File: src/rtl/adc_pkg.sv
// Shared state type and frame-timing helpers for the serial ADC sample reader.
package adc_pkg;

  typedef enum logic [2:0] {StIdle, StSetup, StShift, StHold, StDone} adc_state_e;

  localparam int unsigned ADC_WIDTH     = 10;
  localparam int unsigned ADC_LEAD_BITS = 3;
  localparam int unsigned FRAME_BITS    = ADC_LEAD_BITS + ADC_WIDTH;

  function automatic int unsigned frame_bits(input int unsigned lead_bits,
                                             input int unsigned width);
    return lead_bits + width;
  endfunction

  // Cycles from the accepted tick to the sample_valid strobe.
  function automatic int unsigned frame_latency(input int unsigned sclk_div,
                                                input int unsigned lead_bits,
                                                input int unsigned width);
    return sclk_div * (2 + 2 * frame_bits(lead_bits, width)) + 1;
  endfunction

endpackage

File: src/rtl/sample_tick_gen.sv
// Free-running 0..TICK_DIV-1 counter with a one-cycle tick on the terminal count.
module sample_tick_gen #(
  parameter int unsigned TICK_DIV = 20000
) (
  input  logic clk,
  input  logic rst_n,
  output logic tick
);

  localparam int unsigned CntW = (TICK_DIV > 1) ? $clog2(TICK_DIV) : 1;
  localparam logic [CntW-1:0] CntLast = CntW'(TICK_DIV - 1);

  logic [CntW-1:0] cnt_q, cnt_d;

  assign tick = (cnt_q == CntLast);

  always_comb begin
    cnt_d = tick ? '0 : cnt_q + CntW'(1);
  end

  always_ff @(posedge clk or negedge rst_n) begin
    if (!rst_n) begin
      cnt_q <= '0;
    end else begin
      cnt_q <= cnt_d;
    end
  end

endmodule

File: src/rtl/adc_sample_reader.sv
// Clocks one frame out of a serial ADC per sample tick and presents a signed sample.
// Define ADC_OFFSET_BINARY_EN when the ADC delivers offset-binary words.
module adc_sample_reader
  import adc_pkg::*;
#(
  parameter int unsigned Width     = 10,
  parameter int unsigned CLK_HZ    = 1_000_000,
  parameter int unsigned FS_HZ     = 50,
  parameter int unsigned SCLK_DIV  = 4,
  parameter int unsigned LEAD_BITS = 3
) (
  input  logic                    clk,
  input  logic                    rst_n,
  output logic                    adc_cs_n,
  output logic                    adc_sclk,
  input  logic                    adc_miso,
  output logic signed [Width-1:0] sample_out,
  output logic                    sample_valid,
  output logic                    overrun
);

  localparam int unsigned TICK_DIV  = CLK_HZ / FS_HZ;
  localparam int unsigned FrameBits = frame_bits(LEAD_BITS, Width);
  localparam int unsigned CntW      = (2 * SCLK_DIV > 1) ? $clog2(2 * SCLK_DIV) : 1;
  localparam int unsigned BitW      = (FrameBits > 1) ? $clog2(FrameBits) : 1;

  localparam logic [CntW-1:0] HalfDiv    = CntW'(SCLK_DIV);
  localparam logic [CntW-1:0] HalfLast   = CntW'(SCLK_DIV - 1);
  localparam logic [CntW-1:0] PeriodLast = CntW'(2 * SCLK_DIV - 1);
  localparam logic [BitW-1:0] BitLast    = BitW'(FrameBits - 1);

  adc_state_e       state_q, state_d;
  logic [CntW-1:0]  cnt_q, cnt_d;
  logic [BitW-1:0]  bit_q, bit_d;
  logic [Width-1:0] shreg_q, shreg_d;
  logic [Width-1:0] sample_q, sample_d;
  logic [Width-1:0] word;
  logic             cs_n_q, cs_n_d;
  logic             sclk_q, sclk_d;
  logic             valid_q, valid_d;
  logic             tick;

  sample_tick_gen #(
    .TICK_DIV(TICK_DIV)
  ) u_tick (
    .clk  (clk),
    .rst_n(rst_n),
    .tick (tick)
  );

`ifdef ADC_OFFSET_BINARY_EN
  assign word = {~shreg_q[Width-1], shreg_q[Width-2:0]};
`else
  assign word = shreg_q;
`endif

  always_comb begin
    state_d = state_q;
    cnt_d   = cnt_q;
    bit_d   = bit_q;
    unique case (state_q)
      StIdle: begin
        if (tick) begin
          state_d = StSetup;
          cnt_d   = '0;
        end
      end
      StSetup: begin
        if (cnt_q == HalfLast) begin
          state_d = StShift;
          cnt_d   = '0;
          bit_d   = '0;
        end else begin
          cnt_d = cnt_q + CntW'(1);
        end
      end
      StShift: begin
        if (cnt_q == PeriodLast) begin
          cnt_d = '0;
          if (bit_q == BitLast) begin
            state_d = StHold;
          end else begin
            bit_d = bit_q + BitW'(1);
          end
        end else begin
          cnt_d = cnt_q + CntW'(1);
        end
      end
      StHold: begin
        if (cnt_q == HalfLast) begin
          state_d = StDone;
          cnt_d   = '0;
        end else begin
          cnt_d = cnt_q + CntW'(1);
        end
      end
      StDone:  state_d = StIdle;
      default: state_d = StIdle;
    endcase
  end

  // Pin outputs are registered from the next state so they change cleanly on the clock edge.
  always_comb begin
    sclk_d   = (state_d == StShift) && (cnt_d >= HalfDiv);
    cs_n_d   = !((state_d == StSetup) || (state_d == StShift) || (state_d == StHold));
    valid_d  = (state_d == StDone);
    shreg_d  = shreg_q;
    sample_d = sample_q;
    // Lead bits are shifted in too but fall off the top before the word completes.
    if (sclk_d && !sclk_q) begin
      shreg_d = {shreg_q[Width-2:0], adc_miso};
    end
    if ((state_q == StHold) && (state_d == StDone)) begin
      sample_d = word;
    end
  end

  always_ff @(posedge clk or negedge rst_n) begin
    if (!rst_n) begin
      state_q  <= StIdle;
      cnt_q    <= '0;
      bit_q    <= '0;
      shreg_q  <= '0;
      sample_q <= '0;
      cs_n_q   <= 1'b1;
      sclk_q   <= 1'b0;
      valid_q  <= 1'b0;
    end else begin
      state_q  <= state_d;
      cnt_q    <= cnt_d;
      bit_q    <= bit_d;
      shreg_q  <= shreg_d;
      sample_q <= sample_d;
      cs_n_q   <= cs_n_d;
      sclk_q   <= sclk_d;
      valid_q  <= valid_d;
    end
  end

  assign adc_cs_n     = cs_n_q;
  assign adc_sclk     = sclk_q;
  assign sample_out   = sample_q;
  assign sample_valid = valid_q;
  assign overrun      = tick && (state_q != StIdle);

endmodule

File: config.mk
export PLATFORM = sky130hd
export DESIGN_NAME = adc_sample_reader
export DESIGN_NICKNAME = d
export VERILOG_FILES = /design/src/rtl/adc_pkg.sv /design/src/rtl/sample_tick_gen.sv /design/src/rtl/adc_sample_reader.sv
export SDC_FILE = /design/constraint.sdc
export NUM_CORES = 1
export LEC_CHECK = 0
export BUFFER_PORTS_ARGS = -buffer_cell sky130_fd_sc_hd__buf_4
export CELL_PAD_IN_SITES_DETAIL_PLACEMENT = 0
export CELL_PAD_IN_SITES_GLOBAL_PLACEMENT = 1
export CORE_UTILIZATION = 39
export CTS_CLUSTER_DIAMETER = 100
export DETAILED_ROUTE_END_ITERATION = 7
export PLACE_DENSITY = 0.71
export SYNTH_ARGS = -nofsm -noshare
export SYNTH_HDL_FRONTEND = slang
export SYNTH_SLANG_ARGS = --single-unit
File: constraint.sdc
create_clock -name clk -period 2.9 [get_ports clk]
set_input_delay 0.435 -clock clk [delete_from_list [all_inputs] [get_ports clk]]
set_output_delay 0.435 -clock clk [all_outputs]
set_load 0.03 [all_outputs]
==> run_results.csv, run 1 <==
group,metric,value,unit
status,outcome,"complete, no violations",
place,numPlacedInstances,256,
grt,grt_start_max_net_pins,49,
die,placeableCoreArea,5270,µm²
timing,timing_worst_slew_pin_value,623,ps
clock_tree,cts.htree.levels,2,
routing,final_antenna_net_count,0,
grt,first_global_vias,1355,
worst_hold_path,min_path_type,"input port to asynchronous set/reset pin",
logic_synthesis,seq_area_frac_synth,54.9,%
setup_path,cp.required,3090,ps
flow_run,maxCapViolCount,0,
logic_synthesis,netlist_top_cells_area,"sky130_fd_sc_hd__dfrtp_1 (54%), sky130_fd_sc_hd__mux2_4 (6.9%), sky130_fd_sc_hd__mux2_2 (5.7%), sky130_fd_sc_hd__ha_1 (4.0%), sky130_fd_sc_hd__xnor2_1 (3.6%)",
grt,grt_first_pass_wirelength,6510,µm
setup_path,critical-path-max-stage-delay,780,ps
die,chipHeight,76.9,µm
die,die_w,76.9,µm
clock_tree,cts_root_buffer,"sky130_fd_sc_hd__clkbuf_8",
clock_tree,clk_pin_slew_worst_paths,90,ps
timing,timing.final.crit_share,85.5,%
setup_path,crit_chain,"ha_1, ha_1, xnor2_1, o22ai_2, or4b_1, mux2_4",
logic_synthesis,ys_async_sr_fraction,100,%
routing,drc_errors,0,
cells_and_area,layout.filler_cells,493,
place,post_place_cell_area,2360,µm²
timing,relSlewSlack,58.5,%
routing,met3_wirelength,108,µm
timing,rsz_0062_raised_after_global_routing,"false",
grt,grtUsageTotal,14.1,%
logic_synthesis,largest_area_contributor_in_the_synthesized_netlist,"sky130_fd_sc_hd__dfrtp_1",
power,power.leakage,1.19,nW
cells_and_area,n_antenna_cell,0,
clock_tree,cts_buffers,5,
logic_synthesis,synthCells,175,
place,portBuffers,16,
routing,highest_layer,"met4",
routing,detailed_routing_wirelength_on_met1,1860,µm
cells_and_area,fin_cells,264,
timing,timing.final.crit_period,2480,ps
setup_path,cpLargestDelayFamily,"simple AND/OR/NAND/NOR gates",
logic_synthesis,synth_edf_count,0,
logic_synthesis,ys_warn_count,0,
place,place_ws,487,ps
timing,drv_slew,0,
logic_synthesis,postSynthRegisterBits,48,
setup_path,critPathKind,"register to register",
die,boundaryPins,17,
timing,finalHoldViolations,0,
logic_synthesis,yosys.cell_count.top_type,"sky130_fd_sc_hd__dfrtp_1",
cells_and_area,final_net_count,203,
routing,number_of_iterations_in_the_first_detailed_routing_pass,4,
routing,routed_wirelength,3790,µm
routing,drt_iter0_drcs,66,
setup_path,cpMostUsedCell,"sky130_fd_sc_hd__ha_1",
clock_tree,max-clock-path-buffers,2,
setup_path,worstSetupStartpointType,"register",
routing,detail_route.wl_per_cell,14.4,µm
die,initial_core_utilization,41.5,%
timing,fmaxAchievable,0.403,GHz
clock_tree,tritoncts,"done",
timing,finalSetupTns,0,ps
clock_tree,clock_insertion_delay_worst_skew,300,ps
power,power_density,505,nW/µm²
place,detailed_place_hpwl,2600,µm
routing,via_count,1341,
logic_synthesis,synth_top_cell_area_share,53.7,%
logic_synthesis,syn-cell-area,2190,µm²
place,gpl.final_weighted_congestion,0.760,
routing,routed_via_density,5.08,
clock_tree,cts_resized,0,
clock_tree,cts-hold-fix-buffers,0,
setup_path,worst-path-max-fanout,10,
setup_path,path_buf_inv,0,
timing,clock_skew,7.81,ps
grt,grt.overflow.total,0,
logic_synthesis,post_synthesis_net_count,185,
logic_synthesis,syn-mean-instance-area,12.5,µm²
setup_path,timing.critical_path.to_type,"register",
routing,routed-wl-met2,1780,µm
grt,antenna_violations_before_repair,0,
cells_and_area,final_layout_size_suffix_gt1_share,25.3,%
timing,setup_viol,0,
logic_synthesis,post_synth_most_frequent_cells,"sky130_fd_sc_hd__dfrtp_1 (47), sky130_fd_sc_hd__nor2_1 (13), sky130_fd_sc_hd__mux2_2 (11)",
setup_path,critPathSlowestCell,"sky130_fd_sc_hd__or4b_1",
setup_path,timing.critical_path.arrival,2670,ps
cells_and_area,fin_area,2500,µm²
cells_and_area,area_delta_synth_final,14.4,%
clock_tree,cts_num_sinks,48,
die,design.die.area,5910,µm²
power,vdd.ir_drop.worst,0.237,mV
clock_tree,post_cts.repair.setup_buffers,0,
logic_synthesis,synth.distinct_cells,38,
timing,setup_slack,421,ps
die,floorplan.rows,26,
logic_synthesis,synthFlopType,"sky130_fd_sc_hd__dfrtp_1",
==> power by group <==
part | internal [W] | switching, W | leakage, nW | total [W]
combinational | 0.00000266 | 0.0000128 | 0.475 | 0.0000155
sequential | 0.000669 | 0.000000682 | 0.651 | 0.000670
clock | 0.000347 | 0.000231 | 0.0687 | 0.000578
total | 0.00102 | 0.000244 | 1.19 | 0.00126
==> cell families (layout without fill, tap and decap cells) <==
| family | after synthesis | count (layout) | synth area share (%) |
|---|---|---|---|
| muxes | 22 | 22 | 13.0 |
| AOI/OAI and AO/OA | 15 | 15 | 5.20 |
| DFF | 48 | 48 | 54.9 |
| adders and majority gates | 7 | 7 | 4.00 |
| and+or+nand+nor | 54 | 54 | 13.6 |
| xor gates and xnor gates | 15 | 15 | 6.00 |
| buffers and inverters | 14 | 33 | 3.32 |
==> metal layers <==
metal / global-route usage, % / vias to the layer above
met3: 3.45 / 6
met4: 4.81 / 0
met2: 22.6 / 19
met1: 18.4 / 670
met5: 0 / -
li1: - / 646
==> metrics by stage <==
step                      util [%]  hold WS [ps]  power, W
after floorplan                  -           139  0.000684
after global placement        44.9           468  0.000700
after detailed placement      44.9           481  0.000700
after CTS                     47.5           163   0.00128
after global routing          47.5           184   0.00132
final                         47.5           144   0.00126
==> state kept, by name, indices dropped and copies added, names as in the netlist, 2 cells and up, named ones only <==
signal	count
u_tick.cnt_q	15
sample_out	10
shreg_q	10
bit_q	4
state_q	3
cnt_q	2
==> final timing paths <==
check	start	to	slack (ps)	cells after the start
worst min register to register	bit_q[3]$_DFFE_PN0P_	bit_q[3]$_DFFE_PN0P_	490	1
min in group clk	adc_miso	shreg_q[0]$_DFFE_PN0P_	360	2
worst max register to register	register	shreg_q[4]$_DFFE_PN0P_	420	6
worst max-delay path	register	shreg_q[4]$_DFFE_PN0P_	420	6
max in group asynchronous	rst_n	sample_valid$_DFF_PN0_	2350	1
worst min-delay path	rst_n	u_tick.cnt_q[7]$_DFF_PN0_	140	1
==> cells in the final DEF (no fill, tap or decap), types with 3 or more instances in the layout <==
cell type,netlist,final
sky130_fd_sc_hd__o31ai_1,4,4
sky130_fd_sc_hd__nand2_1,8,8
sky130_fd_sc_hd__nor2_1,13,13
sky130_fd_sc_hd__nand4_1,5,5
sky130_fd_sc_hd__xor2_1,6,6
sky130_fd_sc_hd__mux2_4,10,10
sky130_fd_sc_hd__ha_1,7,7
sky130_fd_sc_hd__clkbuf_8,0,5
sky130_fd_sc_hd__xnor2_1,9,9
sky130_fd_sc_hd__mux2_2,11,11
sky130_fd_sc_hd__nor3b_1,3,3
sky130_fd_sc_hd__and4_1,4,4
sky130_fd_sc_hd__buf_4,1,18
sky130_fd_sc_hd__inv_1,7,7
sky130_fd_sc_hd__dfrtp_1,47,47
sky130_fd_sc_hd__nand3_1,9,9
==> layout make-up <==
class | count | area [µm²] | area share (%)
inverters | 7 | 26.3 | 1.05
well taps | 70 | 87.6 | 3.50
clock buffers | 5 | 68.8 | 2.75
repair buffers | 18 | 135 | 5.40
multi-input cells | 113 | 913 | 36.5
flip-flops and latches | 48 | 1200 | 48.0
clock inverters | 3 | 68.8 | 2.75
==> worst reg2reg max path, cell delays in order, from the launching register on <==
cell and delay, ps:
sky130_fd_sc_hd__dfrtp_1 400, sky130_fd_sc_hd__ha_1 230, sky130_fd_sc_hd__ha_1 240, sky130_fd_sc_hd__xnor2_1 170, sky130_fd_sc_hd__o22ai_2 150, sky130_fd_sc_hd__or4b_1 780, sky130_fd_sc_hd__mux2_4 410
Power figures use the tool's default switching activity.
==> run 2, diff against run 1 <==
- SETUP_SLACK_MARGIN: unset -> 0.5
==> run_results.csv, run 2 (synthesis gave the netlist of run 1 again) <==
group,metric,value,unit
status,outcome,"complete, no violations",
routing,final_antenna_net_count,0,
routing,number_of_iterations_in_the_first_detailed_routing_pass,4,
place,gpl.final_weighted_congestion,0.783,
die,initial_core_utilization,41.5,%
timing,timing_worst_slew_pin_value,587,ps
die,die_w,76.9,µm
setup_path,cp_num_cells,5,
grt,first_global_vias,1389,
grt,grt_first_pass_wirelength,6290,µm
timing,rsz_0062_raised_after_global_routing,"false",
clock_tree,cts_root_buffer,"sky130_fd_sc_hd__clkbuf_8",
clock_tree,tritoncts,"done",
power,power.leakage,1.18,nW
routing,via_count,1339,
timing,whs,131,ps
timing,relSlewSlack,60.8,%
setup_path,critical-path-max-stage-delay,390,ps
cells_and_area,mostFrequentLayoutCell,"sky130_fd_sc_hd__dfrtp_1",
clock_tree,cts.htree.levels,2,
timing,finalSetupTns,0,ps
grt,antenna_violations_before_repair,0,
power,vdd.ir_drop.worst,0.266,mV
flow_run,maxCapViolCount,0,
routing,drt_iter0_drcs,81,
routing,routed_via_density,5.07,
cells_and_area,final_cell_mix,"sky130_fd_sc_hd__dfrtp_1 (47), sky130_fd_sc_hd__buf_4 (18), sky130_fd_sc_hd__nor2_1 (13), sky130_fd_sc_hd__mux2_2 (11), sky130_fd_sc_hd__mux2_4 (10)",
die,chipHeight,76.9,µm
clock_tree,post_cts.repair.setup_buffers,0,
setup_path,r2r_cells,6,
timing,drv_slew,0,
power,total_power,0.00116,W
setup_path,crit_chain,"ha_1, and4_2, and4_1, a21boi_1, buf_4",
cells_and_area,final_layout_size_suffix_gt1_share,26.3,%
setup_path,path_buf_inv,1,
clock_tree,cts_buffers,5,
timing,timing.final.crit_share,77.5,%
setup_path,worstSetupStartpointType,"register",
routing,routed_wirelength,3540,µm
clock_tree,clk_pin_slew_worst_paths,90,ps
setup_path,cp.required,2470,ps
grt,grt_start_max_net_pins,49,
timing,timing.final.crit_period,2250,ps
die,boundaryPins,17,
clock_tree,max-clock-path-buffers,2,
clock_tree,cts_num_sinks,48,
die,placeableCoreArea,5270,µm²
setup_path,critPathKind,"register to output port",
die,design.die.area,5910,µm²
timing,clock_skew,3.63,ps
place,portBuffers,16,
power,power_density,469,nW/µm²
grt,grt.overflow.total,0,
cells_and_area,n_antenna_cell,0,
setup_path,cpLargestDelayFamily,"simple AND/OR/NAND/NOR gates",
clock_tree,clock_insertion_delay_worst_skew,300,ps
worst_hold_path,min_path_type,"input port to asynchronous set/reset pin",
cells_and_area,area_delta_synth_final,13.4,%
grt,grtUsageTotal,13.6,%
place,detailed_place_hpwl,2500,µm
cells_and_area,most_flops_register,"u_tick.cnt_q",
timing,fmaxAchievable,0.445,GHz
setup_path,worst-path-max-fanout,6,
timing,finalHoldViolations,0,
setup_path,timing.critical_path.arrival,1810,ps
routing,drc_errors,0,
die,floorplan.rows,26,
timing,setup_viol,0,
routing,detail_route.wl_per_cell,13.4,µm
cells_and_area,flip_flop_count_of_the_largest_register_after_layout,15,
setup_path,critPathSlowestCell,"sky130_fd_sc_hd__dfrtp_1",
setup_path,timing.critical_path.to_type,"output port",
cells_and_area,final_net_count,203,
==> run 2: cell types whose count changed in the layout (fill, tap and decap cells not counted), sizes merged <==
cell      before  now
clkinv         0    1
bufinv         2    1
inv            8    7
clkinvlp       0    1
==> run 2: layout make-up <==
class,count,area [µm²]
inverters,7,26.3
well taps,70,87.6
clock inverters,3,42.5
clock buffers,5,68.8
fillers,491,2790
repair buffers,18,135
flip-flops and latches,48,1200
multi-input cells,113,918
==> run 2: per-layer routing <==
metal	routed length (µm)	vias to the layer above	track usage (%)
met2	1690	16	22.1
li1	-	654	-
met4	62	0	5.19
met3	108	7	4.05
met1	1670	662	17.1
met5	0	-	0
==> run 2: worst paths after layout <==
check                                          start  slack [ps]                        end
setup / recovery           u_tick.cnt_q[0]$_DFF_PN0_         650                    overrun
hold / removal                                 rst_n         130  u_tick.cnt_q[7]$_DFF_PN0_
setup reg to reg                            register         700     shreg_q[3]$_DFFE_PN0P_
hold reg to reg            u_tick.cnt_q[0]$_DFF_PN0_         490  u_tick.cnt_q[0]$_DFF_PN0_
max in group asynchronous                      rst_n        2380  sample_out[8]$_DFFE_PN0P_
min in group clk                            adc_miso         360     shreg_q[0]$_DFFE_PN0P_
==> run 2: what timing repair did <==
action                                  CTS  global route
gates resized for setup                   1             1
endpoints found under the setup margin   10             1
pin swaps                                 0             0
cloned                                    0             0
hold endpoints to repair                  0             0
hold buffers                              0             0
==> run 2: power breakdown <==
| part | internal, W | switching (W) | leakage (nW) |
|---|---|---|---|
| registers | 0.000669 | 0.000000741 | 0.651 |
| clock network | 0.000255 | 0.000224 | 0.0541 |
| logic | 0.00000266 | 0.0000124 | 0.478 |
| total | 0.000927 | 0.000237 | 1.18 |
==> run 2: metrics by stage <==
| step | area, µm² | utilization [%] | setup WS [ps] | cells |
|---|---|---|---|---|
| floorplan | 2190 | - | 506 | 175 |
| global placement | 2360 | 44.9 | 550 | 256 |
| detailed placement | 2360 | 44.9 | 484 | 256 |
| CTS | 2480 | 47.1 | 584 | 264 |
| global route | 2480 | 47.1 | 555 | 264 |
| finish | 2480 | 47.1 | 654 | 264 |
